<file path="config.mk">
export PLATFORM = sky130hd
export DESIGN_NAME = program_loader
export DESIGN_NICKNAME = d
export VERILOG_FILES = /design/src/rtl/program_loader.sv
export SDC_FILE = /design/constraint.sdc
export NUM_CORES = 1
export LEC_CHECK = 0
export CAP_MARGIN = 25
export CORE_MARGIN = 8
export CORE_UTILIZATION = 59
export CTS_BUF_LIST = sky130_fd_sc_hd__clkbuf_4 sky130_fd_sc_hd__clkbuf_8 sky130_fd_sc_hd__clkbuf_16
export DETAILED_ROUTE_END_ITERATION = 7
export PLACE_DENSITY = 0.86
export REMOVE_ABC_BUFFERS = 1
export SETUP_SLACK_MARGIN = 0.02
export SYNTH_ARGS = -nofsm -noshare
export SYNTH_HDL_FRONTEND = slang
export SYNTH_SLANG_ARGS = --single-unit
</file>
<file path="constraint.sdc">
create_clock -name clk -period 2.9 [get_ports clk]
set_input_delay 0.29 -clock clk [delete_from_list [all_inputs] [get_ports clk]]
set_output_delay 0.29 -clock clk [all_outputs]
set_load 0.005 [all_outputs]
</file>
<file path="src/rtl/program_loader.sv">
// Program loader: unpacks a host byte stream into 4-bit opcodes and writes them to program RAM.
// Latency: 1 byte accepted per 3 cycles (DATA, WR_LO, WR_HI); a write appears the cycle after its byte is accepted.
// Backpressure: byteReadyOut is held low during the two write cycles, so the host stalls until DATA/CHK comes round again.
//
// Ports:
//   clk, reset         - rising-edge clock, asynchronous active-high reset
//   loadStartIn        - start request, only honoured while idle
//   byteIn/byteValidIn - stream input; byteReadyOut accepts it (valid && ready on a rising edge)
//   wrEnOut/wrAddrOut/wrDataOut - program RAM write port (address/data hold while not writing)
//   busyOut            - high whenever a load is in progress (holds the CPU)
//   doneOut            - one-cycle pulse on a load that passed the checksum
//   errorOut           - sticky error (bad length or bad checksum), cleared by the next start
//   countOut           - opcodes written by the current/last load
module program_loader #(
    parameter int ADDR_WIDTH = 8
) (
    input  logic                  clk,
    input  logic                  reset,
    input  logic                  loadStartIn,
    input  logic [7:0]            byteIn,
    input  logic                  byteValidIn,
    output logic                  byteReadyOut,
    output logic                  wrEnOut,
    output logic [ADDR_WIDTH-1:0] wrAddrOut,
    output logic [3:0]            wrDataOut,
    output logic                  busyOut,
    output logic                  doneOut,
    output logic                  errorOut,
    output logic [ADDR_WIDTH:0]   countOut
);

    typedef enum logic [2:0] {
        S_IDLE,
        S_LEN,
        S_DATA,
        S_WR_LO,
        S_WR_HI,
        S_CHK,
        S_DONE
    } state_t;

    // Number of opcodes the program RAM can hold.
    localparam logic [31:0] CAPACITY = 32'd1 << ADDR_WIDTH;

    state_t                state_q;
    state_t                state_d;

    logic [7:0]            rem_q;      // opcodes still to be written
    logic [ADDR_WIDTH:0]   count_q;    // opcodes written so far; extra bit lets it reach CAPACITY
    logic [7:0]            acc_q;      // running XOR of every data byte, padding included
    logic [3:0]            hi_nib_q;   // high nibble of the current byte, written in WR_HI
    logic [ADDR_WIDTH-1:0] wr_addr_q;
    logic [3:0]            wr_data_q;
    logic                  err_q;

    logic                  len_ok;
    logic                  last_op;

    assign len_ok  = (byteIn != 8'd0) && ({24'd0, byteIn} <= CAPACITY);
    assign last_op = (rem_q == 8'd1);

    // ------------------------------------------------------------------
    // State register
    // ------------------------------------------------------------------
    always_ff @(posedge clk or posedge reset) begin
        if (reset) begin
            state_q <= S_IDLE;
        end else begin
            state_q <= state_d;
        end
    end

    // ------------------------------------------------------------------
    // Next state and state-decoded outputs
    // ------------------------------------------------------------------
    always_comb begin
        state_d      = state_q;
        byteReadyOut = 1'b0;
        wrEnOut      = 1'b0;
        busyOut      = 1'b1;
        doneOut      = 1'b0;

        case (state_q)
            S_IDLE: begin
                busyOut = 1'b0;
                if (loadStartIn) begin
                    state_d = S_LEN;
                end
            end

            S_LEN: begin
                byteReadyOut = 1'b1;
                if (byteValidIn) begin
                    state_d = len_ok ? S_DATA : S_IDLE;
                end
            end

            S_DATA: begin
                byteReadyOut = 1'b1;
                if (byteValidIn) begin
                    state_d = S_WR_LO;
                end
            end

            S_WR_LO: begin
                wrEnOut = 1'b1;
                state_d = last_op ? S_CHK : S_WR_HI;
            end

            S_WR_HI: begin
                wrEnOut = 1'b1;
                state_d = last_op ? S_CHK : S_DATA;
            end

            S_CHK: begin
                byteReadyOut = 1'b1;
                if (byteValidIn) begin
                    state_d = (byteIn == acc_q) ? S_DONE : S_IDLE;
                end
            end

            S_DONE: begin
                doneOut = 1'b1;
                state_d = S_IDLE;
            end

            default: begin
                state_d = S_IDLE;
            end
        endcase
    end

    // ------------------------------------------------------------------
    // Datapath: counters, checksum and the registered write port.
    // The write address/data are loaded one cycle ahead of the write
    // state so that they are stable for the whole write cycle and simply
    // hold afterwards.
    // ------------------------------------------------------------------
    always_ff @(posedge clk or posedge reset) begin
        if (reset) begin
            rem_q     <= 8'd0;
            count_q   <= '0;
            acc_q     <= 8'd0;
            hi_nib_q  <= 4'd0;
            wr_addr_q <= '0;
            wr_data_q <= 4'd0;
            err_q     <= 1'b0;
        end else begin
            case (state_q)
                S_IDLE: begin
                    // Results of the previous load stay visible until a new one starts.
                    if (loadStartIn) begin
                        err_q   <= 1'b0;
                        count_q <= '0;
                        acc_q   <= 8'd0;
                        rem_q   <= 8'd0;
                    end
                end

                S_LEN: begin
                    if (byteValidIn) begin
                        if (len_ok) begin
                            rem_q <= byteIn;
                        end else begin
                            err_q <= 1'b1;
                        end
                    end
                end

                S_DATA: begin
                    if (byteValidIn) begin
                        hi_nib_q  <= byteIn[7:4];
                        acc_q     <= acc_q ^ byteIn;
                        wr_data_q <= byteIn[3:0];
                        wr_addr_q <= count_q[ADDR_WIDTH-1:0];
                    end
                end

                S_WR_LO: begin
                    count_q <= count_q + (ADDR_WIDTH+1)'(1);
                    rem_q   <= rem_q - 8'd1;
                    // For an odd final opcode the high nibble is padding and
                    // is never presented on the write port.
                    if (!last_op) begin
                        wr_data_q <= hi_nib_q;
                        wr_addr_q <= count_q[ADDR_WIDTH-1:0] + ADDR_WIDTH'(1);
                    end
                end

                S_WR_HI: begin
                    count_q <= count_q + (ADDR_WIDTH+1)'(1);
                    rem_q   <= rem_q - 8'd1;
                end

                S_CHK: begin
                    if (byteValidIn && (byteIn != acc_q)) begin
                        err_q <= 1'b1;
                    end
                end

                default: begin
                end
            endcase
        end
    end

    assign wrAddrOut = wr_addr_q;
    assign wrDataOut = wr_data_q;
    assign errorOut  = err_q;
    assign countOut  = count_q;

endmodule

</file>
# Yosys cells after proc, flatten, opt, wreduce, memory -nomap -nowiden
# Index checks and enable logic that the tools add are counted.
[totals]
register_bits = 45
input_bits = 12
output_inout_bits = 26
word_cells = 78
[op_classes]
n_reduce_logical = 17
bitwise = 1
addsub = 3
muxes = 32
eq_ne = 17
[ops]
columns = ["cell", "n"]
rows = [
  ["$mux 8", 6],
  ["$pmux 8 s2", 2],
  ["$pmux 8 s3", 1],
  ["$mux 3", 6],
  ["$pmux 3 s6", 1],
  ["$pmux 9 s2", 1],
  ["$ne 2x2->1 const B", 8],
  ["$add 9x1->9 const B", 1],
  ["$eq 3x3->1 const B", 3],
  ["$mux 1", 9],
  ["$mux 9", 1],
  ["$add 8x1->8 const B", 1],
  ["$eq 8x1->1 const B", 1],
  ["$eq 8x8->1", 1],
  ["$mux 4", 2],
  ["$ne 8x8->1", 1],
  ["$pmux 4 s2", 1],
  ["$reduce_and 4->1", 2],
  ["$reduce_bool 8->1", 1],
  ["$sub 8x1->8 const B", 1],
  ["$xor 8x8->8", 1],
  ["$eq 3x2->1 const B", 2],
  ["$reduce_and 3->1", 2],
  ["$reduce_bool 2->1", 3],
  ["10 further kinds", 12],
]

# Longest topological paths before layout
[depth]
word_depth = 4
depth_mapped = 7
depth_no_buf = 6

# Least setup slack after synthesis
# OpenSTA, ideal clock, no wires.
[synth_path]
path_kind = "register to register"
start = "register state_q[1]"
end = "register err_q, in the netlist errorOut"
setup_ns = 0.123
required_time_ns = 2.777
n_path_buf = 1
slack_ns = 1.240
arrival_ns = 1.537
path_stages_with_launch = 6
period_less_slack_ns = 1.660
path_cell_list = "dfrtp_1 > buf_2 > and2b_1 > nand2_2 > or4_4 > o221a_1"
[synth_between]
elab_chain_len = 3
word_cells_on_any_way = 10
classes_between = "eq/ne: 6; mux: 1; reduce/logical: 3"
[synth_lines]
columns = ["item", "line", "rtl"]
rows = [
  ["start: declaration", "45", "state_t state_q;"],
  ["start signal: assignment", "69", "state_q <= state_d;"],
  ["$eq 3x3->1 (tied with other cells)", "149", "case (state_q)"],
  ["$ne 2x2->1 (no line) / $reduce_bool 3->1 (equally long branches)", "--", ""],
  ["$reduce_and 5->1 (no line)", "--", ""],
  ["end signal: assignment", "147", "err_q <= 1'b0;"],
  ["end signal: assignment", "153", "err_q <= 1'b0;"],
  ["end signal: assignment", "165", "err_q <= 1'b1;"],
  ["end: declaration", "54", "logic err_q;"],
]
# Several ways; a longest one is shown, not always the timed one.
# A chain may end at the register's enable or synchronous reset.

# Worst setup path in the final report
[layout_path]
start = "register state_q[0]"
end = "output port wrEnOut"
[layout_between]
elab_chain_len = 3
word_cells_on_any_way = 4
classes_between = "eq/ne: 2; mux: 1; reduce/logical: 1"
[layout_lines]
columns = ["item", "line", "rtl"]
rows = [
  ["$eq 3x3->1 / $eq 3x2->1 (equally long branches)", "83", "case (state_q)"],
  ["$reduce_or 2->1 (no line) *", "--", ""],
  ["$mux 1 *", "83", ""],
  ["end: declaration", "23", "output logic wrEnOut,"],
]
# Mark *: on every way between the ends. The rest lies on a longest branch, timed or not.

==> impl_metrics.toml <==
[worst_setup_path]
required_ns = 2.61
cp-startpoint = "state_q[0]"
worstPathArrival_ns = 2.33
endpoint_kind = "primary output"
critPathSlowestCell = "dfrtp_1"
crit_cells = 4
rr_worst_depth = 6
crit_end = "wrEnOut"
critPathLaunchType = "register"
r2r-end = "countOut[3]"
cp_slowest_stage_delay_ns = 0.67
crit_chain = "and3b_1 -> nor2_1 -> inv_1 -> clkdlybuf4s50_1"
worst-path-max-fanout = 16
rrSetupSlack_ns = 0.80
crit_buf_inv = 2
path_class = "register to primary output"
rr_startpoint = "state_q[2]"
critical_path.top_delay_family = "simple AND/OR/NAND/NOR gates"

[route]
drc = 0
drt-pass1-iter-count = 4
vias = 2217
drt_wl_total_um = 6080
wl_per_cell_um = 16.4
ant_nets = 0
viasPerCell = 5.98
drt_iter0_markers = 179

[status]
status = "completed"

[power_and_ir_drop]
ir_drop_mv = 0.473
power.leakage_nw = 1.30
p_per_area_mw_per_mm2 = 942

[timing]
min_period_over_period = 0.904
hold_viol = 0
skew_ns = 0.00521
final_max_slew_viol_count = 0
worst_pin_slew_ns = 0.551
setup_tns_ns = 0
post-route-min-period_ns = 2.62
setup-violations-final = 0
relSlewSlack = 0.629
max_freq_ghz = 0.381
hold_ws_ns = 0.279
rsz0062_at_grt = "no"

[logic_synthesis]
seq_area_frac_synth = 0.428
synth_common_cells = "dfrtp_1, nand2_1, nor2_1, a21oi_1, o21ai_0"
synthCells = 278
yosys.area.top_type = "dfrtp_1"
yosysWarnings = 0
avgSynthCellArea_um2 = 9.47
yosys-top-cells-area = "dfrtp_1, nand2_1, xnor2_1"
yosys.area.top_type_share = 0.428
ys.flop_type = "dfrtp_1"
synth_async_sr_flop_share = 1.00
ys_ff_latch = 45
synth_cell_type_count = 57
synth-edff-count = 0
synth_area_mm2 = 0.00263
yosys.cell_count.top_type = "dfrtp_1"

[global_routing]
grt_pass1_vias = 2070
track_usage = 0.191
antenna_found_initial = 0
grt_max_degree = 18
grt_pass1_wl_um = 10100
grt-ovfl-total = 0

[floorplan]
rows = 24
die_w_um = 82.8
die_h_um = 82.8
io-pin-count = 38
die_area_mm2 = 0.00685
core_mm2 = 0.00432
start_util = 0.609

[cells_and_area]
instances_no_fill = 371
diodes = 0
drive_gt1_frac = 0.0940
area_growth_pct = 20.6
nNetsFinal = 334
n_fill_cell = 325

[clocking]
cts-root-buf = "clkbuf_8"
clock_latency_ns = 0.29
clkTransAtPathRegs_ns = 0.08
cts_setup_buffers = 0
ctsHoldBuffers = 0
cts.htree.levels = 2
cts_buffer_depth = 2
cts_resized = 0
cts.sinks = 45
cts_buffers = 5
cts_tree = "done"

[run]
maxCapViolations = 0

[place]
dp.cells = 364
io_buffers = 37
routabilityCongestion = 0.924
hpwl_um = 4590

[min_path]
hold_class = "input port to asynchronous set/reset pin"
-- routing by layer --
metal / share of wire / track usage / vias up / routed length (um)
li1: - / - / 1083 / -
met2: 0.45 / 0.277 / 73 / 2730
met4: 0.0085 / 0.0603 / 0 / 52
met1: 0.47 / 0.272 / 1057 / 2870
met5: 0 / 0 / - / 0
met3: 0.071 / 0.0463 / 4 / 432
-- registers in the layout, summed over array words and instances, names as in the netlist --
signal / cells
hi_nib_q: 4
state_q: 3
acc_q: 8
wrAddrOut: 8
errorOut: 1
wrDataOut: 4
countOut: 9
rem_q: 8
-- where the power goes --
group	leakage, nW	total, W	switching (W)	internal [W]
registers	0.580	0.00109	0.000232	0.000860
logic	0.676	0.00151	0.000757	0.000749
clock network	0.0477	0.000391	0.000193	0.000198
total	1.30	0.00299	0.00118	0.00181
-- stage by stage --
step | util | area [um2] | setup slack [ns] | power, W
global placement | 0.707 | 3060 | 0.695 | 0.00255
CTS | 0.734 | 3170 | 0.291 | 0.00300
floorplan | - | 2560 | 0.756 | 0.00200
finish | 0.734 | 3170 | 0.278 | 0.00299
detailed placement | 0.713 | 3080 | 0.617 | 0.00260
global route | 0.734 | 3170 | 0.164 | 0.00322
-- cells by family (layout without fill, tap and decap cells) --
kind of cell,after synthesis,after routing,share of synthesized area
and+or+nand+nor,103,103,0.212
buffers and inverters,23,64,0.0423
AOI/OAI and AO/OA,81,81,0.223
muxes,8,8,0.0309
xor gates and xnor gates,15,15,0.0499
adders and majority gates,3,3,0.0143
DFF,45,45,0.428
-- final cells by class --
| cell class | count | area [um2] | area share |
|---|---|---|---|
| clock buffer | 7 | 90.1 | 0.0284 |
| inverter | 11 | 41.3 | 0.0130 |
| multi-input combinational | 210 | 1390 | 0.439 |
| sequential | 45 | 1130 | 0.355 |
| tap | 52 | 65.1 | 0.0205 |
| timing repair buffer | 46 | 458 | 0.144 |
-- cells in the final DEF, fill, tap and decap left out, types with 2 or more instances in the layout --
master | Yosys | final
or2_2 | 2 | 2
a31oi_1 | 8 | 8
o211ai_1 | 5 | 5
nor4_1 | 3 | 3
o31ai_1 | 2 | 2
nor3b_1 | 5 | 5
nor3_1 | 5 | 5
a22oi_1 | 5 | 5
and2_1 | 3 | 3
nand4_1 | 2 | 2
clkbuf_8 | 0 | 6
a22o_1 | 2 | 2
a21oi_1 | 15 | 15
inv_1 | 11 | 10
nand3_1 | 7 | 7
o22ai_1 | 2 | 2
dfrtp_1 | 45 | 45
clkdlybuf4s50_1 | 0 | 37
o2bb2ai_1 | 6 | 6
ha_1 | 3 | 3
o22a_1 | 2 | 2
o21a_1 | 6 | 6
nand2b_1 | 3 | 3
or3_1 | 2 | 2
a32oi_1 | 2 | 2
nor2_1 | 22 | 22
o21ai_0 | 13 | 13
buf_4 | 2 | 8
a21o_1 | 5 | 5
nand2_2 | 2 | 2
nor2b_1 | 2 | 2
nand2_1 | 33 | 33
mux2i_1 | 7 | 7
xnor2_1 | 12 | 12
xor2_1 | 3 | 3
-- worst min-delay path by stage --
stage	to	cells past startpoint
6_report	wrAddrOut[2]	2
3_5_place_dp	hi_nib_q[0]	2
5_1_grt	wrAddrOut[2]	2
4_1_cts	wrAddrOut[2]	2
3_3_place_gp	hi_nib_q[0]	2
2_1_floorplan	hi_nib_q[0]	2
(Power assumes the default switching activity.)
